[src/rtl/seq_gen_0110_if.sv]
// Serial pattern transmitter interface: control/pattern inputs and serial stream outputs.
// master drives load/pat_in/start/repeat_n/stop and observes the stream.
// slave (the generator) consumes the controls and drives out/out_vld/sof/busy/done.
interface seq_gen_0110_if #(
    parameter int WIDTH = 4,
    parameter int CNT_W = 8
);
    logic             load;
    logic [WIDTH-1:0] pat_in;
    logic             start;
    logic [CNT_W-1:0] repeat_n;
    logic             stop;
    logic             out;
    logic             out_vld;
    logic             sof;
    logic             busy;
    logic             done;

    modport master (
        output load, pat_in, start, repeat_n, stop,
        input  out, out_vld, sof, busy, done
    );

    modport slave (
        input  load, pat_in, start, repeat_n, stop,
        output out, out_vld, sof, busy, done
    );
endinterface

[src/rtl/seq_gen_0110.sv]
// Serial pattern transmitter: shifts a WIDTH-bit pattern MSB-first, N frames with GAP idle cycles between.
// Latency: start sampled at edge k, MSB with sof on out after edge k; all outputs registered.
// No backpressure: stream is free-running once started; stop ends the run at the next frame boundary.
// Ports: clk, rst (async active-low), bus (slave modport: load/pat_in/start/repeat_n/stop in,
//        out/out_vld/sof/busy/done out).
module seq_gen_0110 #(
    parameter int               WIDTH   = 4,
    parameter logic [WIDTH-1:0] PATTERN = 4'b0110,
    parameter int               GAP     = 1,
    parameter int               CNT_W   = 8
) (
    input  logic           clk,
    input  logic           rst,
    seq_gen_0110_if.slave  bus
);
    localparam int BIT_W = (WIDTH > 1) ? $clog2(WIDTH) : 1;
    localparam int GAP_W = (GAP > 1) ? $clog2(GAP) : 1;
    localparam logic [BIT_W-1:0] MSB_IDX  = BIT_W'(WIDTH - 1);
    localparam logic [GAP_W-1:0] GAP_LAST = GAP_W'((GAP > 0) ? GAP - 1 : 0);

    typedef enum logic [1:0] {
        S_IDLE = 2'd0,
        S_SEND = 2'd1,
        S_GAP  = 2'd2,
        S_DONE = 2'd3
    } state_t;

    state_t           state, state_n;
    logic [WIDTH-1:0] pattern, pattern_n;
    logic [BIT_W-1:0] bit_idx, bit_n;
    logic [CNT_W-1:0] frame_cnt, frame_n, frame_nx;
    logic [CNT_W-1:0] rep_q, rep_n;
    logic [GAP_W-1:0] gap_cnt, gap_n;
    logic             stop_q, stop_n;
    logic             last_frame;

    always_comb begin
        state_n    = state;
        pattern_n  = pattern;
        bit_n      = bit_idx;
        frame_n    = frame_cnt;
        frame_nx   = frame_cnt + 1'b1;
        rep_n      = rep_q;
        gap_n      = gap_cnt;
        stop_n     = stop_q;
        last_frame = 1'b0;

        case (state)
            S_IDLE: begin
                // load takes priority; a simultaneous start is dropped
                if (bus.load) begin
                    pattern_n = bus.pat_in;
                end else if (bus.start) begin
                    state_n = S_SEND;
                    bit_n   = MSB_IDX;
                    frame_n = '0;
                    rep_n   = bus.repeat_n;
                    stop_n  = 1'b0;
                end
            end
            S_SEND: begin
                // stop is sticky; it only takes effect once the frame's LSB is out
                stop_n = stop_q | bus.stop;
                if (bit_idx == '0) begin
                    frame_n    = frame_nx;
                    // rep_q == 0 means continuous; frame_nx then just wraps
                    last_frame = stop_n || ((rep_q != '0) && (frame_nx == rep_q));
                    if (last_frame) begin
                        state_n = S_DONE;
                    end else if (GAP == 0) begin
                        bit_n = MSB_IDX;
                    end else begin
                        state_n = S_GAP;
                        gap_n   = '0;
                    end
                end else begin
                    bit_n = bit_idx - 1'b1;
                end
            end
            S_GAP: begin
                // a stop arriving during the gap is already at a frame boundary
                if (stop_q || bus.stop) begin
                    stop_n  = 1'b1;
                    state_n = S_DONE;
                end else if (gap_cnt == GAP_LAST) begin
                    state_n = S_SEND;
                    bit_n   = MSB_IDX;
                end else begin
                    gap_n = gap_cnt + 1'b1;
                end
            end
            S_DONE: begin
                state_n = S_IDLE;
                stop_n  = 1'b0;
            end
            default: begin
                state_n = S_IDLE;
            end
        endcase
    end

    always_ff @(posedge clk or negedge rst) begin
        if (!rst) begin
            state     <= S_IDLE;
            pattern   <= PATTERN;
            bit_idx   <= '0;
            frame_cnt <= '0;
            rep_q     <= '0;
            gap_cnt   <= '0;
            stop_q    <= 1'b0;
        end else begin
            state     <= state_n;
            pattern   <= pattern_n;
            bit_idx   <= bit_n;
            frame_cnt <= frame_n;
            rep_q     <= rep_n;
            gap_cnt   <= gap_n;
            stop_q    <= stop_n;
        end
    end

    // Outputs are registered from the next state so they line up with it;
    // pattern only changes while staying in IDLE, so it is stable here.
    always_ff @(posedge clk or negedge rst) begin
        if (!rst) begin
            bus.out     <= 1'b0;
            bus.out_vld <= 1'b0;
            bus.sof     <= 1'b0;
            bus.busy    <= 1'b0;
            bus.done    <= 1'b0;
        end else begin
            bus.out     <= (state_n == S_SEND) && pattern[bit_n];
            bus.out_vld <= (state_n == S_SEND);
            bus.sof     <= (state_n == S_SEND) && (bit_n == MSB_IDX);
            bus.busy    <= (state_n != S_IDLE);
            bus.done    <= (state_n == S_DONE);
        end
    end
endmodule

[src/flat_wrapper.sv]
// flat-port wrapper written by rule: the top's interface ports become plain ports
module seq_gen_0110_flat 
#(
    parameter int               WIDTH   = 4,
    parameter logic [WIDTH-1:0] PATTERN = 4'b0110,
    parameter int               GAP     = 1,
    parameter int               CNT_W   = 8
)
  (clk, rst, bus_load, bus_pat_in, bus_start, bus_repeat_n, bus_stop, bus_out, bus_out_vld, bus_sof, bus_busy, bus_done);
  seq_gen_0110_if #(.WIDTH(WIDTH), .CNT_W(CNT_W)) bus_i ();
  input  logic clk;
  input  logic rst;
  input wire logic [$bits(bus_i.load)-1:0] bus_load;
  input wire logic [$bits(bus_i.pat_in)-1:0] bus_pat_in;
  input wire logic [$bits(bus_i.start)-1:0] bus_start;
  input wire logic [$bits(bus_i.repeat_n)-1:0] bus_repeat_n;
  input wire logic [$bits(bus_i.stop)-1:0] bus_stop;
  output wire logic [$bits(bus_i.out)-1:0] bus_out;
  output wire logic [$bits(bus_i.out_vld)-1:0] bus_out_vld;
  output wire logic [$bits(bus_i.sof)-1:0] bus_sof;
  output wire logic [$bits(bus_i.busy)-1:0] bus_busy;
  output wire logic [$bits(bus_i.done)-1:0] bus_done;
  assign bus_i.load = bus_load;
  assign bus_i.pat_in = bus_pat_in;
  assign bus_i.start = bus_start;
  assign bus_i.repeat_n = bus_repeat_n;
  assign bus_i.stop = bus_stop;
  assign bus_out = bus_i.out;
  assign bus_out_vld = bus_i.out_vld;
  assign bus_sof = bus_i.sof;
  assign bus_busy = bus_i.busy;
  assign bus_done = bus_i.done;
  seq_gen_0110 #(.WIDTH(WIDTH), .PATTERN(PATTERN), .GAP(GAP), .CNT_W(CNT_W)) u_core (.clk(clk), .rst(rst), .bus(bus_i));
endmodule
[config.mk]
export PLATFORM = sky130hd
export DESIGN_NAME = seq_gen_0110_flat
export DESIGN_NICKNAME = d
export VERILOG_FILES = /design/src/rtl/seq_gen_0110_if.sv /design/src/rtl/seq_gen_0110.sv /design/src/flat_wrapper.sv
export SDC_FILE = /design/constraint.sdc
export NUM_CORES = 1
export LEC_CHECK = 0
export CORE_MARGIN = 5
export CORE_UTILIZATION = 30
export DETAILED_ROUTE_END_ITERATION = 10
export GPL_ROUTABILITY_DRIVEN = 0
export HOLD_SLACK_MARGIN = 0.08
export PLACE_DENSITY = 0.57
export SYNTH_ARGS = -nofsm -noshare
export SYNTH_HDL_FRONTEND = slang
export SYNTH_SLANG_ARGS = --single-unit
[constraint.sdc]
create_clock -name clk -period 3.73 [get_ports clk]
set_input_delay 0.373 -clock clk [delete_from_list [all_inputs] [get_ports clk]]
set_output_delay 0.373 -clock clk [all_outputs]
set_load 0.005 [all_outputs]
==> impl_metrics.py, run 1 <==
metrics = {
    "routing": {
        "drc_errors": 0,
        "finalWirelength_um": 3550,
        "dr.pass1.iters": 4,
        "wl_met3_um": 206,
        "highest_layer": "met4",
        "met1_length_um": 1850,
        "met2WireLength_um": 1450,
        "vias": 1273,
        "wire_per_inst_um": 13.4,
        "drt-initial-drc-count": 74,
        "vias_per_cell": 4.82,
        "ant_nets": 0,
    },
    "synth": {
        "synth_top_family_by_area": "simple AND/OR/NAND/NOR gates",
        "synth_cell_types": 42,
        "yosys.area_share.simple": 0.173,
        "synthAdderAreaFrac": 0.0375,
        "synthCells": 168,
        "async_reset_ff_frac": 1.00,
        "syn_avg_cell_area_um2": 9.94,
        "synth.mux.area_fraction": 0.106,
        "synth_compound_area_frac": 0.140,
        "syn_area_mm2": 0.00167,
        "ys_warn_count": 0,
        "synth_xor_area_frac": 0.0577,
        "synth-edff-count": 0,
        "synthFlopType": "dfrtp_1",
        "seq_area_frac_synth": 0.451,
        "yosys_register_bits": 30,
        "synth_nets": 190,
    },
    "power": {
        "power_mw": 1.61,
        "p_leak_nw": 0.857,
        "power_frac_comb": 0.444,
        "p_per_area_mw_per_mm2": 784,
        "power_frac_clock": 0.191,
        "p_sw_frac": 0.385,
        "internal_power_uw": 991,
        "p_sw_uw": 621,
        "ir_drop_v": 0.000312,
        "seq_power_share": 0.366,
    },
    "sta": {
        "final-hold-violation-count": 0,
        "period_needed_ns": 2.36,
        "setup_viol": 0,
        "fin_skew_ns": 0.00453,
        "final-max-slew-violation-count": 0,
        "timing.final.ws_setup_ns": 1.37,
        "whs_ns": 0.478,
        "fin_tns_setup_ns": 0,
        "max_slew_margin": 0.669,
        "timing.fmax_mhz": 423,
        "worst_pin_slew_ns": 0.497,
        "rsz0062_at_grt": "false",
        "period_share": 0.634,
    },
    "layout": {
        "design_area_mm2": 0.00206,
        "final_common_cell": "dfrtp_1",
        "nets": 213,
        "diodes": 0,
        "drive_gt1_frac": 0.146,
        "layout_common_cells": "28 x dfrtp_1, 21 x clkdlybuf4s50_1, 17 x nand2_1",
        "syn2layout_area_growth_pct": 23.2,
    },
    "worst_setup_path": {
        "worstSetupStartpointType": "register",
        "cp.arrival_ns": 2.52,
        "cp_max_fo": 11,
        "cp-end-kind": "register",
        "rrSetupSlack_ns": 1.37,
        "worstSetupPathType": "register to register",
        "critical_path_required_ns": 3.89,
    },
    "global_routing": {
        "grt_pass1_vias": 1241,
        "grt_pass1_wl_um": 6020,
        "track_usage": 0.105,
        "grt_max_degree": 31,
        "overflow": 0,
        "antenna_found_initial": 0,
    },
    "place": {
        "dp_hpwl_um": 2600,
        "port_buffers": 21,
        "placement.cell_area_mm2": 0.00195,
        "pre_cts_ws_ns": 1.40,
    },
    "clock_tree": {
        "cts_buffer_depth": 2,
        "hold_buffers": 0,
        "cts_root_buffer": "clkbuf_8",
        "cts_htree_levels": 2,
        "cts_resized": 0,
        "cts_setup_buffers": 0,
        "clock_latency_ns": 0.28,
        "cts.sinks": 30,
        "clkSlewWorstSetupHoldPaths_ns": 0.07,
        "cts_tree": "built",
        "numCtsBuffers": 5,
    },
    "die": {
        "core_area_mm2": 0.00547,
        "chipHeight_um": 84.6,
        "rows": 27,
        "fp.dieArea_mm2": 0.00716,
        "ioPinCount": 22,
        "start_util": 0.305,
        "die_w_um": 84.6,
    },
    "status": {
        "status": "finished clean",
    },
    "hold_path": {
        "min_path_type": "primary input to async pin",
    },
    "run": {
        "drv_cap": 0,
    },
}
==> path summary, 6_finish.rpt <==
path,from,to,cells after the start
hold / removal,rst,u_core.pattern[0],2
setup reg to reg,u_core.state[0],u_core.bus.out,7
max in group asynchronous,rst,u_core.pattern[1],2
setup / recovery,u_core.state[0],u_core.bus.out,7
min in group clk,u_core.frame_cnt[7],u_core.frame_cnt[7],1
hold reg to reg,u_core.frame_cnt[7],u_core.frame_cnt[7],1
==> power groups by stage <==
stage	clock, mW	sequential (mW)	combinational (mW)
2_1_floorplan	0	0.553	0.552
3_3_place_gp	0	0.594	0.706
3_5_place_dp	0	0.594	0.711
4_1_cts	0.315	0.590	0.719
5_1_grt	0.328	0.611	0.812
6_report	0.307	0.590	0.715
==> logic make-up (layout without fill, tap and decap cells) <==
kind of cell / count (synthesis) / in the layout
buf+inv: 13 / 37
xor+xnor: 11 / 11
mux: 16 / 16
compound gates: 36 / 36
simple gates: 57 / 57
flops: 30 / 30
fa+ha+maj: 5 / 5
==> flip-flops by register name (all words and copies together) (netlist names) <==
| signal | flops |
|---|---|
| u_core.rep_q | 8 |
| u_core.bus.done | 1 |
| u_core.bus.sof | 1 |
| u_core.frame_cnt | 8 |
| u_core.bus.busy | 1 |
| u_core.bus.out | 1 |
| u_core.state | 2 |
| u_core.bit_idx | 2 |
| u_core.bus.out_vld | 1 |
| u_core.pattern | 4 |
| u_core.stop_q | 1 |
==> worst max-delay path, cell delays in order, from the launching register on <==
cell       delay, ns
dfrtp_1         0.41
inv_1           0.10
ha_1            0.34
and3b_1         0.53
a211oi_1        0.15
or3_1           0.39
o2111ai_1       0.22
a21oi_1         0.10
==> through the flow <==
stage / utilization / cells
detailed placement: 0.356 / 256
global placement: 0.356 / 256
finish: 0.376 / 264
floorplan: - / 168
CTS: 0.376 / 264
global route: 0.376 / 264
==> metal layers <==
layer | vias up | GRT usage
met5 | - | 0
met1 | 595 | 0.153
met3 | 2 | 0.0412
met2 | 39 | 0.142
met4 | 0 | 0.0345
li1 | 637 | -
==> synth_stat cells (all sizes together) (2+ instances only) <==
cell | instances | area share
a22oi | 2 | 0.0090
mux2i | 3 | 0.018
or3 | 2 | 0.0075
a211oi | 2 | 0.0090
o21ai | 13 | 0.039
nor2 | 17 | 0.043
a21oi | 7 | 0.021
o41ai | 3 | 0.016
o22ai | 2 | 0.0075
mux2 | 13 | 0.088
inv | 7 | 0.016
nor3b | 3 | 0.013
buf | 5 | 0.016
dfstp | 2 | 0.031
nand3 | 7 | 0.028
dfrtp | 28 | 0.42
ha | 5 | 0.037
nand2 | 17 | 0.038
xor2 | 3 | 0.016
nand2b | 2 | 0.0075
xnor2 | 8 | 0.042
==> final cells by class <==
class | count | area [um^2]
Tap cell | 72 | 90.1
Sequential cell | 30 | 753
Multi-Input combinational cell | 125 | 858
Fill cell | 556 | 3420
Timing Repair Buffer | 22 | 218
Inverter | 7 | 26.3
Clock buffer | 8 | 110
(Power assumes the default switching activity.)
==> inputs of run 2 (changes only) <==
==> constraint.sdc (replaced) <==
create_clock -name clk -period 2.3 [get_ports clk]
set_input_delay 0.23 -clock clk [delete_from_list [all_inputs] [get_ports clk]]
set_output_delay 0.23 -clock clk [all_outputs]
set_load 0.005 [all_outputs]
==> run 2 against run 1 <==
Compared with the run above: non-clock buffer count grew 3; core utilization grew 0.39 points; critical path depth grew 2; largest cell class unchanged; critical path type unchanged; final cell count grew 1.1%; clock skew grew 0.0018 ns; total power grew 64%; combinational power grew 68%; via count grew 0.86%; flip-flop and latch count is the same; worst setup slack lost 1.2 ns.
==> impl_metrics.py, run 2 (same netlist as run 1, synthesis figures left out) <==
metrics = {
    "clock_tree": {
        "cts_htree_levels": 2,
        "cts_buffer_depth": 2,
        "hold_buffers": 0,
        "numCtsBuffers": 5,
        "cts_tree": "built",
        "cts.sinks": 30,
        "cts_setup_buffers": 0,
        "clkSlewWorstSetupHoldPaths_ns": 0.07,
        "clock_latency_ns": 0.28,
        "cts_resized": 0,
        "cts_root_buffer": "clkbuf_8",
    },
    "power": {
        "seq_power_share": 0.349,
        "ir_drop_v": 0.000574,
        "p_leak_nw": 0.873,
        "power_frac_comb": 0.454,
        "p_per_area_mw_per_mm2": 1280,
        "p_sw_mw": 1.01,
        "p_sw_frac": 0.380,
        "internal_power_mw": 1.65,
        "power_frac_clock": 0.198,
    },
    "routing": {
        "vias_per_cell": 4.81,
        "ant_nets": 0,
        "finalWirelength_um": 3480,
        "drc_errors": 0,
        "drt-initial-drc-count": 71,
        "dr.pass1.iters": 4,
        "wire_per_inst_um": 13.0,
        "vias": 1284,
    },
    "sta": {
        "final-hold-violation-count": 0,
        "setup_viol": 0,
        "period_share": 0.912,
        "period_needed_ns": 2.10,
        "fin_skew_ns": 0.00631,
        "final-max-slew-violation-count": 0,
        "max_slew_margin": 0.697,
        "fin_tns_setup_ns": 0,
        "rsz0062_at_grt": "false",
        "worst_pin_slew_ns": 0.452,
        "timing.fmax_mhz": 477,
    },
    "global_routing": {
        "antenna_found_initial": 0,
        "grt_pass1_wl_um": 5930,
        "overflow": 0,
        "grt_pass1_vias": 1249,
        "track_usage": 0.102,
        "grt_max_degree": 31,
    },
    "layout": {
        "design_area_mm2": 0.00208,
        "nets": 216,
        "reg_top3": "u_core.frame_cnt x8, u_core.rep_q x8, u_core.pattern x4",
        "layout_common_cells": "28 x dfrtp_1, 21 x clkdlybuf4s50_1, 17 x nand2_1",
        "final_common_cell": "dfrtp_1",
        "syn2layout_area_growth_pct": 24.4,
        "drive_gt1_frac": 0.159,
        "final_cells": 267,
        "diodes": 0,
    },
    "place": {
        "placement.cell_area_mm2": 0.00197,
        "dp.cells": 259,
        "dp_hpwl_um": 2600,
        "port_buffers": 21,
    },
    "die": {
        "die_w_um": 84.6,
        "core_area_mm2": 0.00547,
        "start_util": 0.305,
        "ioPinCount": 22,
        "fp.dieArea_mm2": 0.00716,
        "chipHeight_um": 84.6,
        "rows": 27,
    },
    "worst_setup_path": {
        "worstSetupPathType": "register to register",
        "critical_path_required_ns": 2.52,
        "cp_max_fo": 10,
        "cp.arrival_ns": 2.32,
        "worstSetupStartpointType": "register",
        "cp-end-kind": "register",
    },
    "run": {
        "drv_cap": 0,
    },
    "hold_path": {
        "min_path_type": "primary input to async pin",
    },
    "status": {
        "status": "finished clean",
    },
}
## run 2: cell count changes in the layout (fill, tap and decap cells not counted), sizes merged
cell / before / now
clkbuf: 8 / 5
buf: 1 / 4
bufinv: 0 / 1
clkinv: 0 / 2
## run 2: power groups by stage
stage,Clock [mW],Combinational (mW),Sequential (mW)
floorplan,0,0.896,0.897
global placement,0,1.19,0.942
detailed placement,0,1.20,0.936
CTS,0.535,1.21,0.928
global route,0.561,1.35,0.956
finish,0.524,1.20,0.925
## run 2: cell type report
cell class / instances / area [um^2]
clock buffers: 5 / 68.8
well taps: 72 / 90.1
clock inverters: 3 / 40.0
multi-input cells: 125 / 858
inverters: 7 / 26.3
repair buffers: 25 / 240
flip-flops and latches: 30 / 753
fillers: 570 / 3400
## run 2: worst paths after layout
check | from | to | slack (ns) | depth (start not counted)
max in group asynchronous | rst | u_core.pattern[2] | 1.65 | 2
min in group clk | u_core.frame_cnt[7] | u_core.frame_cnt[7] | 0.52 | 1
worst min register to register | u_core.frame_cnt[7] | u_core.frame_cnt[7] | 0.52 | 1
worst min-delay path | rst | u_core.pattern[0] | 0.33 | 2
worst max-delay path | u_core.state[1] | u_core.bus.sof | 0.20 | 9
worst max register to register | u_core.state[1] | u_core.bus.sof | 0.20 | 9
## run 2: per-layer routing
metal  routed length, um  part of all wire  vias to the layer above  track usage
li1                    -                 -                      644            -
met2                1510              0.43                       24        0.154
met5                   0                 0                        -            0
met4                  59             0.017                        0       0.0475
met3                 105             0.030                        5       0.0236
met1                1810              0.52                      611        0.139
## run 2: stage by stage
| step | worst slack (ns) | util | hold slack, ns | power, mW |
|---|---|---|---|---|
| after detailed placement | 0.244 | 0.360 | 0.510 | 2.14 |
| after floorplan | 0.502 | - | -0.0656 | 1.79 |
| after CTS | 0.207 | 0.380 | 0.349 | 2.68 |
| after global routing | 0.0490 | 0.380 | 0.384 | 2.87 |
| final | 0.202 | 0.380 | 0.331 | 2.65 |
| after global placement | 0.194 | 0.360 | 0.507 | 2.14 |
## run 2: critical path, cell delays in order (launching register included)
cell	delay, ns
dfrtp_1	0.40
inv_1	0.10
ha_1	0.34
and3b_1	0.25
buf_4	0.20
nor2_1	0.06
o21ai_1	0.30
nand2_1	0.14
inv_1	0.09
and3_1	0.15
==> patch 1 (config.mk and constraints of run 2) <==
The 4 states of `state_t` get a Gray code encoding in 2 bits.
--- a/src/rtl/seq_gen_0110.sv
+++ b/src/rtl/seq_gen_0110.sv
@@ -20,8 +20,8 @@
 
     typedef enum logic [1:0] {
-        S_IDLE = 2'd0,
-        S_SEND = 2'd1,
-        S_GAP  = 2'd2,
-        S_DONE = 2'd3
+        S_IDLE = 2'b00,
+        S_SEND = 2'b01,
+        S_GAP  = 2'b11,
+        S_DONE = 2'b10
     } state_t;
 
Formal check against the unedited RTL: no difference found for any inputs over 10 cycles, from zero or initial values and one cycle with rst low; not proved beyond that.
==> patch 1 against run 2 <==
Non-clock buffer count is 4 higher. Fmax grew 3.1%. Power decreased by 9.5%. Design area decreased by 5.7%. Wire length down 7.0%. Utilization increased by 0.66 points. First-iteration DRC count rose by 28%. Highest routed layer unchanged. Setup slack gained 62 ps. Critical path type unchanged. Critical path depth fell by 3. Sequential cell count did not move. Synthesized area decreased by 7.0%. Die area shrank 6.2%. Clock skew grew 4.8 ps. Critical endpoint is now u_core.state[0]$_DFF_PN0_. Largest power group is now sequential cells.
==> patch 1: results (changes against run 2) <==
Worst setup path
  – Crit path max fanout: 4 (was 10)
  – Worst EP arrival: 2190 ps (was 2320 ps)
  – RR Endpoint: u_core.state[0]$_DFF_PN0_ (was u_core.bus.sof$_DFF_PN0_)
  – Origin of the critical flop-to-flop path: u_core.frame_cnt[1]$_DFFE_PN0P_ (was u_core.state[1]$_DFF_PN0_)
  – CP endpoint: u_core.state[0]$_DFF_PN0_ (was u_core.bus.sof$_DFF_PN0_)
  – Worst R2R Path Depth: 6 (was 9)

Finish
  – Final-stage net count: 200 (was 216)
  – Fraction of layout cells with a size suffix above 1: 19.67% (was 15.90%)
  – Fillers: 559 (was 570)
  – Final Cell Area: 1959 um^2 (was 2077 um^2)

Yosys
  – Sequential share of the synthesized area: 48.51% (was 45.13%)
  – Adder-cell share of the synthesized area: 0.8058% (was 3.748%)
  – Top post-synthesis cells by area: dfrtp_1 (45%), mux2_2 (8.0%), xnor2_1 (5.6%) (was dfrtp_1 (42%), mux2_2 (8.8%), xnor2_1 (4.2%))
  – Post-synthesis xor/xnor area fraction: 7.333% (was 5.772%)
  – Most frequent cells after synthesis: dfrtp_1 (28), o21ai_0 (17), nand2_1 (14) (was dfrtp_1 (28), nand2_1 (17), nor2_1 (16))
  – Avg Cell Area, Syn: 10.22 um^2 (was 9.935 um^2)
  – Proportion of synthesized area in mux cells: 7.977% (was 10.57%)

Timing
  – Final Skew: 11.13 ps (was 6.312 ps)
  – Worst hold slack: 329.1 ps (was 330.8 ps)

Placed design
  – Placed cell areas: 1868 um^2 (was 1968 um^2)
  – DP HPWL: 2373 um (was 2598 um)
  – Pre-CTS WS: 157.7 ps (was 243.7 ps)

Detailed routing
  – DR WL/cell: 12.77 um (was 13.02 um)
  – Vias: 1165 (was 1284)
  – Initial drt markers: 91 (was 71)
  – Routed vias/inst: 4.605 (was 4.809)

Pwr
  – Peak supply drop: 477.7 uV (was 573.9 uV)
  – P_leak: 0.7966 nW (was 0.8729 nW)

Global route
  – First-pass GRT wire length: 5671 um (was 5934 um)
  – GRT Total Usage: 11.33% (was 10.24%)

Outcome
  – Status: finished clean (unchanged)
==> patch 1: cell type report <==
cell class / count / share of cell area (%)
clock inverter: 1 / 0.2554
multi-input combinational: 110 / 37.48
sequential: 30 / 38.44
inverter: 6 / 1.149
clock buffer: 7 / 4.406
tap: 70 / 4.470
timing repair buffer: 29 / 13.79
==> patch 1: power by group <==
part           internal [mW]  leakage [nW]  total [mW]  switching [mW]
Clock                  0.241        0.0482       0.437           0.196
Sequential             0.767         0.373        1.02           0.249
Combinational          0.532         0.375       0.947           0.415
==> patch 1: metal layers <==
metal  vias to the layer above  wire length, um  global-route usage, %
li1                        592                -                      -
met1                       543             1537                  14.00
met2                        20             1437                  16.96
met3                        10              131                  3.289
met4                         0              124                  7.641
met5                         -                0                      0
==> patch 1: kinds of logic (layout without fill, tap and decap cells) <==
family,after synthesis,count (layout)
multiplexers,11,11
buffers and inverters,12,43
AND/OR/NAND/NOR,51,51
AO/OA/AOI/OAI,34,34
XOR/XNOR,13,13
flip-flops,30,30
adder cells (fa/ha/maj),1,1
==> patch 2 (flow settings as in run 2) <==
Made on the original files. `CNT_W` is set to 8 in 3 places; all go to 6.
--- a/src/rtl/seq_gen_0110_if.sv
+++ b/src/rtl/seq_gen_0110_if.sv
@@ -4,5 +4,5 @@
 interface seq_gen_0110_if #(
     parameter int WIDTH = 4,
-    parameter int CNT_W = 8
+    parameter int CNT_W = 6
 );
     logic             load;
--- a/src/rtl/seq_gen_0110.sv
+++ b/src/rtl/seq_gen_0110.sv
@@ -8,5 +8,5 @@
     parameter logic [WIDTH-1:0] PATTERN = 4'b0110,
     parameter int               GAP     = 1,
-    parameter int               CNT_W   = 8
+    parameter int               CNT_W   = 6
 ) (
     input  logic           clk,
--- a/src/flat_wrapper.sv
+++ b/src/flat_wrapper.sv
@@ -5,5 +5,5 @@
     parameter logic [WIDTH-1:0] PATTERN = 4'b0110,
     parameter int               GAP     = 1,
-    parameter int               CNT_W   = 8
+    parameter int               CNT_W   = 6
 )
   (clk, rst, bus_load, bus_pat_in, bus_start, bus_repeat_n, bus_stop, bus_out, bus_out_vld, bus_sof, bus_busy, bus_done);
Ports: changed (resized bus_repeat_n); port bits go from 22 to 20. The function was not compared with the original's and may differ.
==> patch 2 against run 2 <==
Wire length is 23% lower. Combinational power is 12% lower. Sequential cell count is 4 lower. Synthesized area is 19% lower. Setup slack better by 9.1 ps. Sequential share of layout area is 2.5 points higher. Power is 14% lower. Count of clock-buffer cells in the layout is 2 lower. Largest power group unchanged. Design area is 19% lower.
==> patch 2: results (changes against run 2) <==
Finish
  – Fraction of layout cells with a size suffix above 1: 18.49% (was 15.90%)
  – ANT cells: 0 (unchanged)
  – Final-stage net count: 167 (was 216)
  – Fillers: 411 (was 570)
  – Top flop regs: u_core.frame_cnt x6, u_core.rep_q x6, u_core.pattern x4 (was u_core.frame_cnt x8, u_core.rep_q x8, u_core.pattern x4)
  – Final Cell Area: 1683 um^2 (was 2077 um^2)

Hold path
  – Hold Path Class: in2async (unchanged)

Yosys
  – Top post-synthesis cells by area: dfrtp_1 (45%), mux2_2 (8.4%), ha_1 (4.7%) (was dfrtp_1 (42%), mux2_2 (8.8%), xnor2_1 (4.2%))
  – Synth cell types: 40 (was 42)
  – Syn_nets: 141 (was 190)
  – Synth Warn #: 0 (unchanged)
  – Sequential share of the synthesized area: 48.56% (was 45.13%)
  – Post-synth ARST share: 100.0% (unchanged)
  – Most frequent cells after synthesis: dfrtp_1 (24), mux2_2 (10), o21ai_0 (10) (was dfrtp_1 (28), nand2_1 (17), nor2_1 (16))

Timing
  – Slew margin rel.: 69.83% (was 69.75%)
  – Final Skew: 6.347 ps (was 6.312 ps)

CTS
  – Worst-path clk slew: 100 ps (was 70 ps)
  – Postcts setup bufs: 0 (unchanged)
  – Clock tree buffer depth: 2 (unchanged)
  – CTS H-tree depth: 1 (was 2)
  – Num CTS Buffers: 3 (was 5)
  – Skew-Pair Late Insertion Delay: 280 ps (about the same)
  – Clk root buf: clkbuf_8 (unchanged)
  – Hold_buf cts: 0 (unchanged)
  – Post_cts resized: 0 (unchanged)

Worst setup path
  – Origin of the critical flop-to-flop path: u_core.state[0]$_DFF_PN0_ (was u_core.state[1]$_DFF_PN0_)
  – Largest stage delay, worst path: 440 ps (was 400 ps)
  – Worst EP arrival: 2260 ps (was 2320 ps)
  – Crit path max fanout: 5 (was 10)
  – CP top delay family: compound AO/OA/AOI/OAI gates (was simple AND/OR/NAND/NOR gates)
  – Critical path's slowest cell: dfrtp_1 (unchanged)
  – Kind of critical path: reg2reg (unchanged)

Placed design
  – DP HPWL: 2052 um (was 2598 um)
  – PortBufs: 19 (was 21)
  – Placed cell areas: 1612 um^2 (was 1968 um^2)

Global route
  – GRT Total Usage: 9.745% (was 10.24%)
  – Vias in the first global route: 1004 (was 1249)
  – Pin count of the biggest net entering global routing: 27 (was 31)
  – First-pass GRT wire length: 4740 um (was 5934 um)
  – Initial antenna violation count: 0 (unchanged)

Detailed routing
  – Vias: 988 (was 1284)
  – Router iterations before antenna repair: 4 (unchanged)
  – DR WL/cell: 13.45 um (was 13.02 um)
  – Initial drt markers: 41 (was 71)

Outcome
  – Status: finished clean (unchanged)

Pwr
  – Peak supply drop: 490.3 uV (was 573.9 uV)
  – P_leak: 0.7137 nW (was 0.8729 nW)
-- patch 2: cell types whose count changed in the layout (fill, tap and decap cells not counted), sizes merged, moves of 3 or more --
cell,change
dfrtp,-4
inv,-3
mux2,-3
nand2,-9
nand3,-4
nor2,-12
nor3b,-3
o41ai,-3
-- patch 2: where the power goes --
part | switching, mW | internal [mW]
logic | 0.530 | 0.525
registers | 0.177 | 0.673
clock network | 0.152 | 0.233
-- patch 2: worst paths after layout --
kind / to / slack (ps) / depth (start not counted)
hold reg to reg: u_core.frame_cnt[5]$_DFFE_PN0P_ / 510 / 1
setup reg to reg: u_core.bus.out$_DFF_PN0_ / 210 / 7
max in group asynchronous: u_core.pattern[2]$_DFFE_PN1P_ / 1700 / 2
setup / recovery: u_core.bus.out$_DFF_PN0_ / 210 / 7
hold / removal: u_core.stop_q$_DFFE_PN0P_ / 310 / 2
min in group clk: u_core.frame_cnt[5]$_DFFE_PN0P_ / 510 / 1
-- patch 2: layout make-up --
type,count,share of cell area (%)
clock inverters,1,1.784
inverters,4,0.8922
repair buffers,22,12.64
multi-input cells,90,39.55
flip-flops and latches,26,38.81
clock buffers,3,2.454
well taps,52,3.866
-- patch 2: cells by family (layout without fill, tap and decap cells) --
logic type / Yosys count / after routing / share of synthesized area, %
XOR/XNOR: 11 / 11 / 7.163
adder cells (fa/ha/maj): 5 / 5 / 4.651
AO/OA/AOI/OAI: 31 / 31 / 15.82
AND/OR/NAND/NOR: 32 / 32 / 12.75
flip-flops: 26 / 26 / 48.56
multiplexers: 11 / 11 / 9.116
buffers and inverters: 5 / 30 / 1.953
-- patch 2: worst reg2reg max path, cell delays in order (launching register included) --
cell       delay (ps)
dfrtp_1           440
inv_1             100
ha_1              220
or3b_1            390
a311oi_1          280
a21o_2            180
a211oi_2           50
a2111oi_2         330
-- patch 2: stage by stage --
stage | std cells | total power, mW | worst slack [ps] | util, % | hold slack, ps
5_1_grt | 198 | 2.485 | 68.26 | 38.65 | 338.6
3_5_place_dp | 194 | 1.920 | 222.0 | 37.01 | 498.5
6_report | 198 | 2.290 | 211.4 | 38.65 | 309.9
2_1_floorplan | 121 | 1.624 | 337.5 | - | -65.59
3_3_place_gp | 194 | 1.896 | 285.0 | 37.01 | 492.2
4_1_cts | 198 | 2.311 | 208.5 | 38.65 | 322.4
-- patch 2: layer usage --
metal | routed length (um) | track usage [%]
met2 | 1205 | 14.18
met3 | 77 | 1.639
met1 | 1291 | 13.43
met4 | 89 | 5.769
met5 | 0 | 0
